==> config.mk <==
export PLATFORM = sky130hd
export DESIGN_NAME = move_scheduler
export DESIGN_NICKNAME = d
export VERILOG_FILES = /design/src/rtl/tetris_pkg.sv /design/src/rtl/move_scheduler_repeat_timer.sv /design/src/rtl/move_scheduler.sv
export SDC_FILE = /design/constraint.sdc
export NUM_CORES = 1
export LEC_CHECK = 0
export ABC_CLOCK_PERIOD_IN_PS = 2800
export BUFFER_PORTS_ARGS = -buffer_cell sky130_fd_sc_hd__buf_2
export CAP_MARGIN = 0
export CORE_MARGIN = 4
export CORE_UTILIZATION = 60
export DETAILED_ROUTE_END_ITERATION = 6
export GPL_TIMING_DRIVEN = 0
export PLACE_DENSITY = 0.88
export SLEW_MARGIN = 20
export SYNTH_ARGS = -nofsm -noshare
export SYNTH_HDL_FRONTEND = slang
export SYNTH_SLANG_ARGS = --single-unit
==> constraint.sdc <==
create_clock -name clk -period 2.8 [get_ports clk]
set_input_delay 0.56 -clock clk [delete_from_list [all_inputs] [get_ports clk]]
set_output_delay 0.56 -clock clk [all_outputs]
set_load 0.03 [all_outputs]
==> src/rtl/tetris_pkg.sv <==
// Shared Tetris definitions: command codes, default timing values and the
// fixed-priority arbiter used by the move scheduler.
package tetris_pkg;

  typedef enum logic [2:0] {
    CMD_NONE    = 3'd0,
    CMD_LEFT    = 3'd1,
    CMD_RIGHT   = 3'd2,
    CMD_ROTATE  = 3'd3,
    CMD_DOWN    = 3'd4,
    CMD_GRAVITY = 3'd5
  } cmd_e;

  typedef enum logic [1:0] {
    RPT_IDLE,
    RPT_DELAY,
    RPT_REPEAT
  } rpt_state_e;

  localparam int DAS_CYCLES_DEF     = 16;
  localparam int ARR_CYCLES_DEF     = 4;
  localparam int GRAVITY_CYCLES_DEF = 25000000;

  // Source slots in the pending vector
  localparam int NUM_SRC   = 5;
  localparam int SRC_ROT   = 0;
  localparam int SRC_LEFT  = 1;
  localparam int SRC_RIGHT = 2;
  localparam int SRC_DOWN  = 3;
  localparam int SRC_GRAV  = 4;

  typedef struct packed {
    cmd_e               cmd;
    logic [NUM_SRC-1:0] gnt;
  } grant_t;

  // ROTATE > LEFT > RIGHT > DOWN > GRAVITY
  function automatic grant_t arbitrate(input logic [NUM_SRC-1:0] req);
    grant_t g;
    g.cmd = CMD_NONE;
    g.gnt = '0;
    if (req[SRC_ROT]) begin
      g.cmd = CMD_ROTATE;  g.gnt[SRC_ROT] = 1'b1;
    end else if (req[SRC_LEFT]) begin
      g.cmd = CMD_LEFT;    g.gnt[SRC_LEFT] = 1'b1;
    end else if (req[SRC_RIGHT]) begin
      g.cmd = CMD_RIGHT;   g.gnt[SRC_RIGHT] = 1'b1;
    end else if (req[SRC_DOWN]) begin
      g.cmd = CMD_DOWN;    g.gnt[SRC_DOWN] = 1'b1;
    end else if (req[SRC_GRAV]) begin
      g.cmd = CMD_GRAVITY; g.gnt[SRC_GRAV] = 1'b1;
    end
    return g;
  endfunction

endpackage

==> src/rtl/move_scheduler_repeat_timer.sv <==
// Per-direction auto-repeat: initial delay of DAS_CYCLES while held, then a
// fire pulse every ARR_CYCLES until the button is released.
module repeat_timer
  import tetris_pkg::*;
#(
  parameter int DAS_CYCLES = DAS_CYCLES_DEF,
  parameter int ARR_CYCLES = ARR_CYCLES_DEF
) (
  input  logic clk,
  input  logic rst,
  input  logic held,
  input  logic start,
  input  logic force_idle,
  output logic fire
);

  localparam int CMAX = (DAS_CYCLES > ARR_CYCLES) ? DAS_CYCLES : ARR_CYCLES;
  localparam int CW   = $clog2(CMAX) + 1;

  rpt_state_e    state_q, state_n;
  logic [CW-1:0] cnt_q, cnt_n;

  always_ff @(posedge clk or posedge rst) begin
    if (rst) begin
      state_q <= RPT_IDLE;
      cnt_q   <= '0;
    end else begin
      state_q <= state_n;
      cnt_q   <= cnt_n;
    end
  end

  always_comb begin
    state_n = state_q;
    cnt_n   = cnt_q;
    fire    = 1'b0;
    unique case (state_q)
      RPT_IDLE: begin
        if (start) begin
          state_n = RPT_DELAY;
          cnt_n   = '0;
        end
      end
      RPT_DELAY: begin
        if (!held) begin
          state_n = RPT_IDLE;
          cnt_n   = '0;
        end else if (cnt_q == CW'(DAS_CYCLES - 1)) begin
          state_n = RPT_REPEAT;
          cnt_n   = '0;
          fire    = 1'b1;
        end else begin
          cnt_n = cnt_q + CW'(1);
        end
      end
      RPT_REPEAT: begin
        if (!held) begin
          state_n = RPT_IDLE;
          cnt_n   = '0;
        end else if (cnt_q == CW'(ARR_CYCLES - 1)) begin
          cnt_n = '0;
          fire  = 1'b1;
        end else begin
          cnt_n = cnt_q + CW'(1);
        end
      end
      default: begin
        state_n = RPT_IDLE;
        cnt_n   = '0;
      end
    endcase
    // Pause and left/right conflict park the timer without producing repeats
    if (force_idle) begin
      state_n = RPT_IDLE;
      cnt_n   = '0;
      fire    = 1'b0;
    end
  end

endmodule

==> src/rtl/move_scheduler.sv <==
// Merges button presses, auto-repeat and the gravity timer into a single
// valid/ready command stream with one-deep coalescing per source.
module move_scheduler
  import tetris_pkg::*;
#(
  parameter int DAS_CYCLES     = DAS_CYCLES_DEF,
  parameter int ARR_CYCLES     = ARR_CYCLES_DEF,
  parameter int GRAVITY_CYCLES = GRAVITY_CYCLES_DEF
) (
  input  logic       clk,
  input  logic       rst,
  input  logic       pause,
  input  logic       down_signal,
  input  logic       rotate_signal,
  input  logic       right_signal,
  input  logic       left_signal,
  input  logic       cmd_ready,
  output logic       cmd_valid,
  output logic [2:0] cmd
);

  localparam int GW = $clog2(GRAVITY_CYCLES);

  logic [3:0]         btn, smp_q, hist_q, rise, rep_fire;
  logic               conflict;
  logic [NUM_SRC-1:0] pend_q, pend_n, events, req;
  logic [GW-1:0]      grav_q;
  logic               grav_tick, xfer, down_xfer, load;
  logic               vld_q;
  cmd_e               cmd_q;
  grant_t             arb;

  assign btn = {down_signal, right_signal, left_signal, rotate_signal};

  // History resets high so a button held across reset release is not a press
  always_ff @(posedge clk or posedge rst) begin
    if (rst) begin
      smp_q  <= '1;
      hist_q <= '1;
    end else begin
      smp_q  <= btn;
      hist_q <= smp_q;
    end
  end

  assign rise     = smp_q & ~hist_q;
  assign conflict = smp_q[SRC_LEFT] & smp_q[SRC_RIGHT];

  assign rep_fire[SRC_ROT] = 1'b0;

  for (genvar g = SRC_LEFT; g <= SRC_DOWN; g++) begin : g_rpt
    localparam bit LR = (g != SRC_DOWN);
    repeat_timer #(
      .DAS_CYCLES(DAS_CYCLES),
      .ARR_CYCLES(ARR_CYCLES)
    ) u_rpt (
      .clk       (clk),
      .rst       (rst),
      .held      (smp_q[g]),
      .start     (rise[g]),
      .force_idle(pause | (LR & conflict)),
      .fire      (rep_fire[g])
    );
  end

  assign xfer      = vld_q & cmd_ready;
  assign down_xfer = xfer & (cmd_q == CMD_DOWN);
  assign grav_tick = (grav_q == GW'(GRAVITY_CYCLES - 1)) & ~pause & ~down_xfer;
  assign events    = {grav_tick, rise | rep_fire};

  // A DOWN leaving this cycle makes any pending gravity redundant
  always_comb begin
    req = pend_q;
    if (down_xfer) req[SRC_GRAV] = 1'b0;
  end

  assign arb  = arbitrate(req);
  assign load = (~vld_q | xfer) & ~pause & (|req);

  always_comb begin
    pend_n = req;
    if (load) pend_n = pend_n & ~arb.gnt;
    pend_n = pend_n | events;
    if (pause) pend_n = '0;
  end

  always_ff @(posedge clk or posedge rst) begin
    if (rst) pend_q <= '0;
    else     pend_q <= pend_n;
  end

  always_ff @(posedge clk or posedge rst) begin
    if (rst)                                      grav_q <= '0;
    else if (down_xfer)                           grav_q <= '0;
    else if (!pause) begin
      if (grav_q == GW'(GRAVITY_CYCLES - 1))      grav_q <= '0;
      else                                        grav_q <= grav_q + GW'(1);
    end
  end

  always_ff @(posedge clk or posedge rst) begin
    if (rst) begin
      vld_q <= 1'b0;
      cmd_q <= CMD_NONE;
    end else if (load) begin
      vld_q <= 1'b1;
      cmd_q <= arb.cmd;
    end else if (xfer) begin
      vld_q <= 1'b0;
      cmd_q <= CMD_NONE;
    end
  end

  assign cmd_valid = vld_q;
  assign cmd       = cmd_q;

endmodule

==> key figures <==
Outcome
  – Status: completed

Timing
  – Setup violators final: 0
  – Worst clock skew: 9.49 ps
  – Achievable Freq: about 480 MHz
  – Setup tns final: 0 ps
  – Worst-margin pin slew: about 660 ps
  – RSZ-0062 raised after global routing: false
  – Hold Violations, Final: 0
  – Max-slew headroom: 56.0%
  – Final Slew Violations: 0
  – Final Critical Period: about 2100 ps
  – Final worst path period share: roughly three quarters

Yosys
  – Dominant cell type by area after synthesis: dfrtp_1
  – EDFF count, synth: 0
  – Synth Flop Type: dfrtp_1
  – Number of synthesis warnings: 0
  – Count of cell types in the netlist: 59
  – Most numerous cell in the Yosys netlist: dfrtp_1
  – Sequential area share after synthesis: 42.9%
  – Gate Count Post-Synth: roughly 390
  – Synth cell count leaders: 55 x dfrtp_1, 34 x a21oi_1, 33 x nand2_1, 24 x inv_1, 23 x o21ai_0
  – Synth Area in Compound Gates: ~20%
  – Synth Area in Simple Gates: between 20% and 30%
  – Seq cells post-synth: 63
  – Post-synth net total: 416
  – Async S/R FF share, synth: 100%
  – Largest cells by area after synthesis: dfrtp_1 37%, ha_1 7.4%, dfstp_2 5.7%
  – Mean Syn Cell Area: about 9.6 um^2
  – Post-synthesis mux area share: under 10%
  – Mapped Area: around 3700 um^2
  – Main combinational cell family by area after synthesis: simple AND/OR/NAND/NOR gates
  – Yosys top cell area share: between 30% and 40%
  – Post-Synth Adder-Cell Area: under 10%
  – Synth Area in XOR/XNOR: under 10%

CTS
  – Root Buffer: clkbuf_8
  – Resized Gates After CTS: 0
  – H-tree levels: 3
  – Num CTS Buffers: 9
  – Clock-pin slew on the worst setup and hold paths: 70 ps
  – TritonCTS clock tree: done
  – Max Root-Sink Buffers: 2
  – CTS sink count: 63
  – Worst skew pair latency: ~350 ps
  – Setup Buffers After CTS: 0
  – CTS Hold Buffers Added: 0

Drt
  – Post-route DRC: 0
  – Vias per cell: 6.48
  – Routed Antenna Nets: 0
  – Via count: ~3.2k
  – DRT Pass-1 Iters: 5
  – DR WL/cell: between 15 and 20 um
  – Drt initial violations: ~360
  – Total wire length: 7.75 mm

Critical path
  – Crit path max-delay cell type: or3b_2
  – Critical path class: flop to flop
  – Worst r2r src: g_rpt[3].u_rpt.cnt_q[0]
  – Crit path max fanout: 6
  – WP buf/inv: 1
  – R2r endpoint: g_rpt[3].u_rpt.cnt_q[2]
  – Critical path arrival: approximately 2400 ps
  – Reg2Reg Depth: 8
  – Worst EP required: 3070 ps
  – CP endpoint kind: flop
  – Crit-path leading delay family: simple AND/OR/NAND/NOR gates
  – Crit-path most repeated cell: ha_1
  – Crit-path max cell delay: around 460 ps
  – Crit path launch type: flop
  – Register-to-register setup slack: slightly above 700 ps
  – Crit path cell chain: ha_1 -> nand3_1 -> inv_1 -> ha_1 -> nor2b_1 -> a21o_1 -> or3b_2 -> a31oi_1

Die
  – Site Rows: 28
  – Initial Util: 62.1%
  – I/O pins: 12
  – Core area: a little under 6000 um^2
  – Die height: just under 90 um
  – Full die area: 7490 um^2
  – Die Width: ~87 um

Placement
  – Post-detail-place hpwl: around 5.3 mm
  – Placed cells: between 400 and 500
  – Post-DP Area: approximately 3900 um^2
  – Port buffer count: 11
  – GPL Wtd Cong: 0.905

Finish
  – Fillcell total: between 400 and 500
  – Layout cells sized above 1: a little over an eighth
  – Register area: 1590 um^2
  – Antenna cells: 0
  – Final Non-Filler Cells: around 490
  – Synthesis-to-layout area growth: 9.80%
  – Final net count: 439
  – Multi-input gate area: a little under 2000 um^2
  – Final Cell Area: 4060 um^2

Power and ir drop
  – VDD IR max: roughly 0.51 mV
  – PwrDens: 586 nW/um^2
  – Leak Pwr: between 1.5 and 2 nW

Global route
  – Pin count of the biggest net entering global routing: 50
  – Vias in the first global route: about 3.1k
  – Initial antenna violation count: 0
  – GRT overflow: 0
  – Global-route wire length before repair: 13.8 mm
  – Tot GR Track Use: between 20% and 30%

Job
  – Max cap viols: 0

Min path
  – Worst hold-check path type: input port to asynchronous set/reset pin
## area by class of cell
| type | instances | area share [%] |
|---|---|---|
| buffer | 8 | 1.08 |
| clock buffer | 11 | 3.73 |
| clock inverter | 5 | 0.800 |
| inverter | 24 | 2.28 |
| multi-input combinational | 291 | 48.7 |
| sequential | 63 | 39.0 |
| tap | 75 | 2.31 |
| timing repair buffer | 12 | 2.03 |
## worst max path at each step
stage	startpoint	endpoint	slack, ps	cells after the start
after floorplan	rst	cmd[0]	680	1
after global placement	rst	g_rpt[3].u_rpt.cnt_q[1]	-50	2
after detailed placement	pause	g_rpt[2].u_rpt.cnt_q[2]	710	6
after CTS	g_rpt[3].u_rpt.cnt_q[0]	g_rpt[3].u_rpt.cnt_q[2]	700	8
after global routing	g_rpt[3].u_rpt.cnt_q[0]	g_rpt[3].u_rpt.cnt_q[3]	540	8
final	g_rpt[3].u_rpt.cnt_q[0]	g_rpt[3].u_rpt.cnt_q[2]	710	8
## through the flow
| step | util (%) | hold slack, ps | power, W | setup WS, ps |
|---|---|---|---|---|
| 5_1_grt | 68.2 | 137 | 0.00253 | 537 |
| 3_3_place_gp | 64.6 | 355 | 0.00161 | -45.8 |
| 3_5_place_dp | 65.1 | 355 | 0.00165 | 709 |
| 2_1_floorplan | - | 351 | 0.00151 | 683 |
| 6_report | 68.2 | 132 | 0.00238 | 705 |
| 4_1_cts | 68.2 | 131 | 0.00238 | 705 |
## where the power goes
group          internal [W]  leakage, nW  switching, W
Combinational      0.000181        0.808      0.000264
Sequential          0.00104        0.825      0.000165
Clock              0.000366       0.0873      0.000365
Total               0.00158         1.72      0.000795
## cell families (layout without fill, tap and decap cells)
| group | Yosys count | in the layout |
|---|---|---|
| mux | 5 | 5 |
| flops | 63 | 63 |
| fa+ha+maj | 22 | 22 |
| compound gates | 116 | 116 |
| xor+xnor | 5 | 5 |
| simple gates | 143 | 143 |
| buf+inv | 32 | 60 |
## flip-flops by register name (all words and copies together), names as in the netlist
register / count
pend_q: 5
hist_q: 4
grav_q: 25
g_rpt.u_rpt.state_q: 6
smp_q: 4
cmd: 3
cmd_valid: 1
g_rpt.u_rpt.cnt_q: 15
## worst reg2reg max path, delay by kind of cell (launching register included)
| kind | cells | cell delay, ps |
|---|---|---|
| compound gates | 2 | 360 |
| buf+inv | 1 | 60 |
| fa+ha+maj | 2 | 430 |
| flops | 1 | 410 |
| simple gates | 3 | 760 |
## metal layers
metal / share of wire (%) / track usage [%]
met2: 47 / 37.1
met3: 5.0 / 4.28
met1: 44 / 30.2
met5: 0 / 0
met4: 3.0 / 10.8
## cells in the final DEF, fill, tap and decap left out, drive strengths merged, types with 6 or more instances in the layout
master / synthesis / routed
dfrtp: 55 / 55
nor2b: 8 / 8
inv: 24 / 24
buf: 4 / 16
dfstp: 8 / 8
or4b: 6 / 6
a21oi: 34 / 34
clkbuf: 4 / 15
ha: 22 / 22
o31ai: 13 / 13
nand3: 19 / 19
o21ai: 24 / 24
nand4: 13 / 13
or4: 8 / 8
nand2: 34 / 34
nor2: 15 / 15
No activity file was read; power rests on OpenSTA's default activity.
